`config.mk`:
```
export PLATFORM = sky130hd
export DESIGN_NAME = pga_gain_ctrl
export DESIGN_NICKNAME = d
export VERILOG_FILES = /design/src/rtl/pga_gain_ctrl.sv
export SDC_FILE = /design/constraint.sdc
export NUM_CORES = 1
export LEC_CHECK = 0
export BUFFER_PORTS_ARGS = -buffer_cell sky130_fd_sc_hd__buf_2
export CAP_MARGIN = 0
export CORE_MARGIN = 5
export CORE_UTILIZATION = 30
export CTS_CLUSTER_SIZE = 10
export DETAILED_ROUTE_END_ITERATION = 12
export PLACE_DENSITY = 0.43
export SLEW_MARGIN = 15
export SYNTH_ARGS = -nofsm -noshare
export SYNTH_HDL_FRONTEND = slang
export SYNTH_SLANG_ARGS = --single-unit
```
`constraint.sdc`:
```
create_clock -name clk_in -period 2.45 [get_ports clk_in]
set_input_delay 0.49 -clock clk_in [delete_from_list [all_inputs] [get_ports clk_in]]
set_output_delay 0.49 -clock clk_in [all_outputs]
set_load 0.01 [all_outputs]
```
`src/rtl/pga_gain_ctrl.sv`:
```
// Round-robin gain writer for N_CH latched PGAs sharing one address bus, with per-channel strobes.
// Optional PGA_REFRESH_EN periodically invalidates every channel so all PGAs are rewritten.
module pga_gain_ctrl #(
    parameter int N_CH          = 2,
    parameter int GAIN_W        = 2,
    parameter int CLK_DIV       = 25,
    parameter int RST_TICKS     = 255,
    parameter int SETUP_TICKS   = 1,
    parameter int WR_TICKS      = 1,
    parameter int HOLD_TICKS    = 1,
    parameter int REFRESH_TICKS = 65535
) (
    input  logic                     clk_in,
    input  logic                     rst_in,
    input  logic [N_CH*GAIN_W-1:0]   gain_in,
    output logic [GAIN_W-1:0]        A_out,
    output logic [N_CH-1:0]          WR_out,
    output logic                     busy_out,
    output logic [N_CH*GAIN_W-1:0]   applied_out,
    output logic [N_CH-1:0]          valid_out
);
    localparam int TW   = (CLK_DIV > 1) ? $clog2(CLK_DIV) : 1;
    localparam int CW   = (N_CH > 1) ? $clog2(N_CH) : 1;
    localparam int M1   = (RST_TICKS > SETUP_TICKS) ? RST_TICKS : SETUP_TICKS;
    localparam int M2   = (WR_TICKS > HOLD_TICKS) ? WR_TICKS : HOLD_TICKS;
    localparam int PMAX = (M1 > M2) ? M1 : M2;
    localparam int PW   = (PMAX > 1) ? $clog2(PMAX) : 1;

    typedef enum logic [2:0] {
        S_RST    = 3'd0,
        S_IDLE   = 3'd1,
        S_SETUP  = 3'd2,
        S_STROBE = 3'd3,
        S_HOLD   = 3'd4
    } state_t;

    state_t                    state, state_nxt;
    logic [TW-1:0]             tick_cnt;
    logic                      tick;
    logic [PW-1:0]             phase, phase_nxt, dur_m1;
    logic [CW-1:0]             rr_ptr, rr_nxt, sel, sel_nxt, pend_ch;
    logic [GAIN_W-1:0]         gain_lat, gain_lat_nxt, a_nxt;
    logic [N_CH-1:0]           wr_nxt, valid_nxt, pending, pend_rot;
    logic [2*N_CH-1:0]         pend_dbl;
    logic [N_CH*GAIN_W-1:0]    applied_nxt;
    logic                      pend_found, refresh_hit;
    int                        ch_sum;

    assign tick = (tick_cnt == TW'(CLK_DIV - 1));

`ifdef PGA_REFRESH_EN
    localparam int RW = (REFRESH_TICKS > 1) ? $clog2(REFRESH_TICKS) : 1;
    logic [RW-1:0] refresh_cnt;

    assign refresh_hit = tick && (state != S_RST) && (refresh_cnt == RW'(REFRESH_TICKS - 1));

    always_ff @(posedge clk_in) begin
        if (rst_in)
            refresh_cnt <= '0;
        else if (tick && (state != S_RST))
            refresh_cnt <= refresh_hit ? '0 : refresh_cnt + 1'b1;
    end
`else
    assign refresh_hit = 1'b0;
`endif

    always_ff @(posedge clk_in) begin
        if (rst_in) begin
            tick_cnt    <= '0;
            state       <= S_RST;
            phase       <= '0;
            A_out       <= '0;
            WR_out      <= '0;
            applied_out <= '0;
            valid_out   <= '0;
            rr_ptr      <= '0;
            sel         <= '0;
            gain_lat    <= '0;
        end else begin
            tick_cnt    <= tick ? '0 : tick_cnt + 1'b1;
            state       <= state_nxt;
            phase       <= phase_nxt;
            A_out       <= a_nxt;
            WR_out      <= wr_nxt;
            applied_out <= applied_nxt;
            valid_out   <= valid_nxt;
            rr_ptr      <= rr_nxt;
            sel         <= sel_nxt;
            gain_lat    <= gain_lat_nxt;
        end
    end

    // Rotate the pending vector so bit 0 is the round-robin start, then take the first set bit.
    always_comb begin
        pending    = '0;
        pend_found = 1'b0;
        pend_ch    = '0;
        ch_sum     = 0;
        for (int i = 0; i < N_CH; i++)
            pending[i] = !valid_out[i] ||
                         (gain_in[i*GAIN_W +: GAIN_W] != applied_out[i*GAIN_W +: GAIN_W]);
        pend_dbl = {pending, pending} >> rr_ptr;
        pend_rot = pend_dbl[N_CH-1:0];
        for (int k = 0; k < N_CH; k++) begin
            if (!pend_found && pend_rot[k]) begin
                pend_found = 1'b1;
                ch_sum     = int'(rr_ptr) + k;
                if (ch_sum >= N_CH)
                    ch_sum = ch_sum - N_CH;
                pend_ch    = CW'(ch_sum);
            end
        end
    end

    always_comb begin
        state_nxt = state;
        phase_nxt = phase;
        case (state)
            S_RST:    dur_m1 = PW'(RST_TICKS - 1);
            S_SETUP:  dur_m1 = PW'(SETUP_TICKS - 1);
            S_STROBE: dur_m1 = PW'(WR_TICKS - 1);
            S_HOLD:   dur_m1 = PW'(HOLD_TICKS - 1);
            default:  dur_m1 = '0;
        endcase
        if (tick)
            phase_nxt = phase + 1'b1;
        case (state)
            S_RST:    if (tick && phase == dur_m1) state_nxt = S_IDLE;
            S_IDLE:   if (tick && pend_found)      state_nxt = S_SETUP;
            S_SETUP:  if (tick && phase == dur_m1) state_nxt = S_STROBE;
            S_STROBE: if (tick && phase == dur_m1) state_nxt = S_HOLD;
            S_HOLD:   if (tick && phase == dur_m1) state_nxt = S_IDLE;
            default:  state_nxt = S_IDLE;
        endcase
        if (state_nxt != state)
            phase_nxt = '0;
    end

    always_comb begin
        busy_out     = (state != S_IDLE);
        a_nxt        = A_out;
        wr_nxt       = WR_out;
        sel_nxt      = sel;
        gain_lat_nxt = gain_lat;
        applied_nxt  = applied_out;
        rr_nxt       = rr_ptr;
        // A refresh clear lands first so a write completing on the same tick stays valid.
        valid_nxt    = refresh_hit ? '0 : valid_out;
        if (state == S_IDLE && state_nxt == S_SETUP) begin
            sel_nxt = pend_ch;
            for (int i = 0; i < N_CH; i++)
                if (CW'(i) == pend_ch)
                    gain_lat_nxt = gain_in[i*GAIN_W +: GAIN_W];
            a_nxt = gain_lat_nxt;
        end
        if (state == S_SETUP && state_nxt == S_STROBE)
            for (int i = 0; i < N_CH; i++)
                wr_nxt[i] = (CW'(i) == sel);
        if (state == S_STROBE && state_nxt == S_HOLD) begin
            wr_nxt = '0;
            for (int i = 0; i < N_CH; i++)
                if (CW'(i) == sel) begin
                    applied_nxt[i*GAIN_W +: GAIN_W] = gain_lat;
                    valid_nxt[i] = 1'b1;
                end
        end
        if (state == S_HOLD && state_nxt == S_IDLE) begin
            a_nxt  = '0;
            rr_nxt = (sel == CW'(N_CH - 1)) ? '0 : sel + 1'b1;
        end
        if (state > S_HOLD) begin
            a_nxt  = '0;
            wr_nxt = '0;
        end
    end

endmodule
```
==> impl_metrics.yaml, run 1 <==
yosys:
  synth.distinct_cells: 45
  synth.yosys.warnings: 0
  synth_area_sq_mm: 0.00149
  synth_edf_count: 0
  ys_ff_latch: 30
  synth-async-reset-ratio: 0
  synth_flop_cell: "dfxtp_1"
  synth_cells: 170
  synth_fp_nets: 179
  postSynthAreaPerCell_sq_um: 8.79
  yosysSeqAreaShare: 0.402
worst_setup_path:
  reg2reg_from: "phase[4]"
  slowest_stage: "nor3_1"
  startpoint_type: "flop"
  cp.depth: 4
  critPathCaptureType: "output port"
  reg2reg_slack_ns: 0.31
  cp_data_required_time_ns: 1.96
  worstReg2RegEnd: "phase[4]"
  crit_path_start: "state[0]"
  crit_top_cell: "inv_1"
  cpLargestDelayFamily: "simple AND/OR/NAND/NOR gates"
  max_stage_delay_ns: 0.54
  cp_data_arrival_time_ns: 1.73
  crit_buf_inv: 3
  rr_worst_depth: 5
  crit_path_max_fanout: 8
  crit_chain: "inv_1, nor3_1, inv_1, buf_2"
  endpoint: "busy_out"
  path_class: "reg -> out"
layout:
  final_common_cell: "dfxtp_1"
  final_cell_mix: "dfxtp_1, nor2_1, buf_2"
  num-nets-final: 198
  multi_input_area_sq_um: 842
  postLayoutCellArea_sq_mm: 0.00174
  syn2layout_area_growth_pct: 16.2
  regArea_sq_um: 601
  drive_above_1_share: 0.179
  final_cells: 257
  antenna_cells: 0
  fill_cells: 510
grt:
  grt_antenna_before_repair: 0
  grt_pass1_vias: 1243
  overflow: 0
  grt_usage: 0.118
  grt_pass1_wl_um: 5860
  grt_start_max_net_pins: 22
timing:
  post-route-period-util: 0.907
  setup_viol: 0
  worst_pin_slew_ns: 0.601
  fmax_mhz: 450
  timing.slew.headroom: 0.595
  skew_ns: 0.0107
  finalHoldViolCount: 0
  finalMaxSlewViolations: 0
  tns_ns: 0
  rsz0062_at_grt: "false"
  timing.final.crit_period_ns: 2.22
clock_tree:
  cts_inserted_buffers: 5
  cts-root-buf: "clkbuf_8"
  clk_pin_slew_ns: 0.06
  cts_buffer_depth: 2
  clk_latency_ns: 0.28
  post_cts_buffers: 0
  cts_tree: "yes"
  postCtsHoldBufs: 0
  cts_sinks: 30
  cts_resized: 0
  cts_max_level: 2
floorplan:
  rows: 25
  die_h_um: 80.6
  initial_core_util: 0.312
  fp.dieArea_sq_mm: 0.00649
  core_area_sq_mm: 0.00479
  fp.dieW_um: 80.6
  io_pins: 17
drt:
  vias_per_cell: 5.04
  drc: 0
  ant_nets: 0
  drtIter0Drc: 55
  drtPass1Iterations: 4
  wl_per_cell_um: 13.3
  vias: 1295
  wirelength_um: 3420
placed_design:
  portBuffers: 16
  dpl-instance-area_sq_mm: 0.00164
  dpl.hpwl_um: 2570
  place.gp.congestion: 0.869
  dp_cells: 249
min_path:
  hold_path_class: "reg -> reg"
outcome:
  outcome: "complete, no violations"
power_and_ir_drop:
  powerDensity_mw_per_mm2: 560
  p_leak_nw: 0.699
  peakVddDrop_mv: 0.351
run:
  drv_cap: 0
[cells in the mapped netlist (3+ instances only)]
cell type / number / area [sq um]
nor2_1: 25 / 93.8
dfxtp_1: 30 / 601
nor3b_1: 3 / 22.5
o21ai_0: 4 / 20.0
xor2_1: 6 / 52.6
xnor2_1: 7 / 61.3
inv_1: 8 / 30.0
nand2_1: 11 / 41.3
nand3_1: 4 / 20.0
nor2b_1: 3 / 18.8
a21oi_1: 6 / 30.0
ha_1: 3 / 37.5
nand4_1: 3 / 18.8
o211ai_1: 3 / 22.5
mux2i_1: 8 / 80.1
nor3_1: 7 / 35.0
[final cells by class]
class,count,area share
clock buffers,7,0.0497
clock inverters,1,0.00288
inverters,8,0.0173
multi-input cells,127,0.485
flip-flops and latches,30,0.346
well taps,67,0.0483
repair buffers,17,0.0505
[logic make-up after synthesis]
family,synth area share
xor+xnor,0.0762
mux,0.0536
buf+inv,0.0343
flops,0.402
compound gates,0.159
simple gates,0.250
fa+ha+maj,0.0251
[metrics by stage]
step / util / setup WS [ns] / total power, mW / hold WS (ns)
floorplan: - / 0.552 / 0.554 / 0.444
global placement: 0.344 / 0.325 / 0.571 / 0.442
detailed placement: 0.344 / 0.337 / 0.573 / 0.450
CTS: 0.363 / 0.259 / 0.990 / 0.457
global route: 0.363 / 0.0680 / 1.02 / 0.473
finish: 0.363 / 0.229 / 0.971 / 0.452
[flip-flops by register name (all words and copies together), names as in the netlist, 2 cells and up]
signal	flops
phase	8
tick_cnt	5
applied_out	4
state	3
A_out	2
WR_out	2
gain_lat	2
valid_out	2
[how the worst min path moves through the flow]
stage / startpoint / endpoint / slack [ns] / cells after the start
floorplan: gain_lat[0] / gain_lat[0] / 0.44 / 2
global placement: WR_out[0] / WR_out[0] / 0.44 / 2
detailed placement: WR_out[0] / WR_out[0] / 0.45 / 2
CTS: WR_out[0] / WR_out[0] / 0.46 / 2
global route: WR_out[0] / WR_out[0] / 0.47 / 2
finish: WR_out[0] / WR_out[0] / 0.45 / 2
[report_power, final]
group	internal [mW]	switching [mW]	total, mW
sequential	0.494	0.00729	0.501
combinational	0.0241	0.0380	0.0621
clock	0.226	0.182	0.408
[tightest hold or removal path, delay by kind of cell, from the launching register on]
kind / cells / cell delay [ns]
AO/OA/AOI/OAI: 1 / 0.05
flip-flops: 1 / 0.31
AND/OR/NAND/NOR: 1 / 0.05
[routing by layer]
layer / up-vias / GRT usage / routed length (um)
met5: - / 0 / 0
met4: 0 / 0.0591 / 72
met3: 9 / 0.0359 / 146
met2: 26 / 0.174 / 1550
met1: 611 / 0.155 / 1650
li1: 649 / - / -
Note: power is estimated with default switching activity, not from simulation.
==> run 2, diff against run 1 <==
==> constraint.sdc (replaced) <==
create_clock -name clk_in -period 2.68 [get_ports clk_in]
set_input_delay 0.536 -clock clk_in [delete_from_list [all_inputs] [get_ports clk_in]]
set_output_delay 0.536 -clock clk_in [all_outputs]
set_load 0.01 [all_outputs]
==> run 2 against run 1 <==
Against the previous run: non-clock buffer count shrank 1; largest power group unchanged; critical path type unchanged; worst setup slack gained 0.23 ns; cell count shrank 0.39%; critical path depth is the same; highest routed layer unchanged; total power shrank 9.1%; design area shrank 0.43%; first-iteration DRC count grew 27%; sequential share of layout area grew 0.15 points.
==> impl_metrics.yaml, run 2 (synthesized netlist as in run 1, its figures left out) <==
layout:
  regMostFlops: "phase"
  antenna_cells: 0
  largest_reg_flops: 8
  syn2layout_area_growth_pct: 15.7
  regArea_sq_um: 601
  multi_input_area_sq_um: 842
  num-nets-final: 197
  fill_cells: 515
  reg.largest.list: "phase x8, tick_cnt x5, applied_out x4"
  drive_above_1_share: 0.175
  final_cell_mix: "dfxtp_1, nor2_1, buf_2"
  final_common_cell: "dfxtp_1"
worst_setup_path:
  cpLargestDelayFamily: "simple AND/OR/NAND/NOR gates"
  crit_path_max_fanout: 8
  crit_chain: "inv_1, nor3_1, inv_1, buf_2"
  path_class: "reg -> out"
  cp_data_required_time_ns: 2.14
  cp.depth: 4
  max_stage_delay_ns: 0.50
  slowest_stage: "nor3_1"
  critPathCaptureType: "output port"
  crit_buf_inv: 3
  rr_worst_depth: 5
  crit_top_cell: "inv_1"
  cp_data_arrival_time_ns: 1.69
  startpoint_type: "flop"
drt:
  wl_per_cell_um: 13.1
  vias_per_cell: 4.98
  drtIter0Drc: 70
  vias: 1275
  top_layer: "met4"
  dr_wl_met2_um: 1640
  ant_nets: 0
  wirelength_um: 3360
  routed-wl-met3_um: 96
  drc: 0
  met1_length_um: 1600
  drtPass1Iterations: 4
timing:
  finalHoldViolCount: 0
  fin_ws_ns: 0.455
  setup_viol: 0
  fmax_mhz: 449
  post-route-period-util: 0.830
  timing.final.crit_period_ns: 2.23
  timing.slew.headroom: 0.636
  rsz0062_at_grt: "false"
  tns_ns: 0
  worst_pin_slew_ns: 0.542
  skew_ns: 0.00814
  finalMaxSlewViolations: 0
power_and_ir_drop:
  total_power_mw: 0.883
  peakVddDrop_mv: 0.401
  p_leak_nw: 0.694
  powerDensity_mw_per_mm2: 511
placed_design:
  dpl.hpwl_um: 2560
  place.gp.congestion: 0.840
  pre_cts_ws_ns: 0.581
  portBuffers: 16
grt:
  grt_antenna_before_repair: 0
  overflow: 0
  grt_pass1_wl_um: 5730
  grt_usage: 0.115
  grt_start_max_net_pins: 22
  grt_pass1_vias: 1259
floorplan:
  fp.dieArea_sq_mm: 0.00649
  initial_core_util: 0.312
  fp.dieW_um: 80.6
  rows: 25
  io_pins: 17
  die_h_um: 80.6
  core_area_sq_mm: 0.00479
min_path:
  hold_depth: 2
  hold_path_class: "reg -> reg"
clock_tree:
  cts_tree: "yes"
  clk_latency_ns: 0.28
  clk_pin_slew_ns: 0.07
  cts-root-buf: "clkbuf_8"
  cts_buffer_depth: 2
  postCtsHoldBufs: 0
  post_cts_buffers: 0
  cts_inserted_buffers: 5
  cts_sinks: 30
  cts_max_level: 2
  cts_resized: 0
outcome:
  outcome: "complete, no violations"
run:
  drv_cap: 0
run 2: cell count changes in the layout (fill, tap and decap cells not counted):
cell	before	now
buf_4	1	0
run 2: through the flow:
stage | cell area [sq um] | util | hold slack, ns | instances
global route | 1730 | 0.361 | 0.499 | 256
finish | 1730 | 0.361 | 0.462 | 256
CTS | 1730 | 0.361 | 0.471 | 256
detailed placement | 1640 | 0.342 | 0.462 | 248
floorplan | 1490 | - | 0.444 | 170
global placement | 1640 | 0.342 | 0.442 | 248
run 2: tightest hold or removal path, delay by kind of cell, from the launching register on:
| kind | cells | cell delay, ns |
|---|---|---|
| AO/OA/AOI/OAI | 1 | 0.05 |
| AND/OR/NAND/NOR | 1 | 0.05 |
| flip-flops | 1 | 0.31 |
run 2: routing by layer:
metal / up-vias / GRT usage
met1: 612 / 0.139
li1: 643 / -
met2: 16 / 0.188
met4: 0 / 0.0456
met3: 4 / 0.0370
met5: - / 0
run 2: final timing paths:
check	slack, ns	startpoint	endpoint
setup / recovery	0.45	state[0]	busy_out
hold / removal	0.46	WR_out[0]	WR_out[0]
setup reg to reg	0.59	phase[4]	phase[7]
hold reg to reg	0.46	WR_out[0]	WR_out[0]
run 2: final cells by class:
class,instances,share of cell area
inverter,8,0.0174
multi-input combinational,127,0.487
tap,67,0.0485
clock buffer,7,0.0500
sequential,30,0.348
clock inverter,1,0.00290
timing repair buffer,16,0.0463
run 2: report_power, final:
group	internal, mW	leakage, nW	total (mW)	switching, mW
Sequential	0.451	0.242	0.458	0.00660
Clock	0.207	0.0482	0.369	0.162
Combinational	0.0220	0.403	0.0560	0.0340
Total	0.680	0.694	0.883	0.203
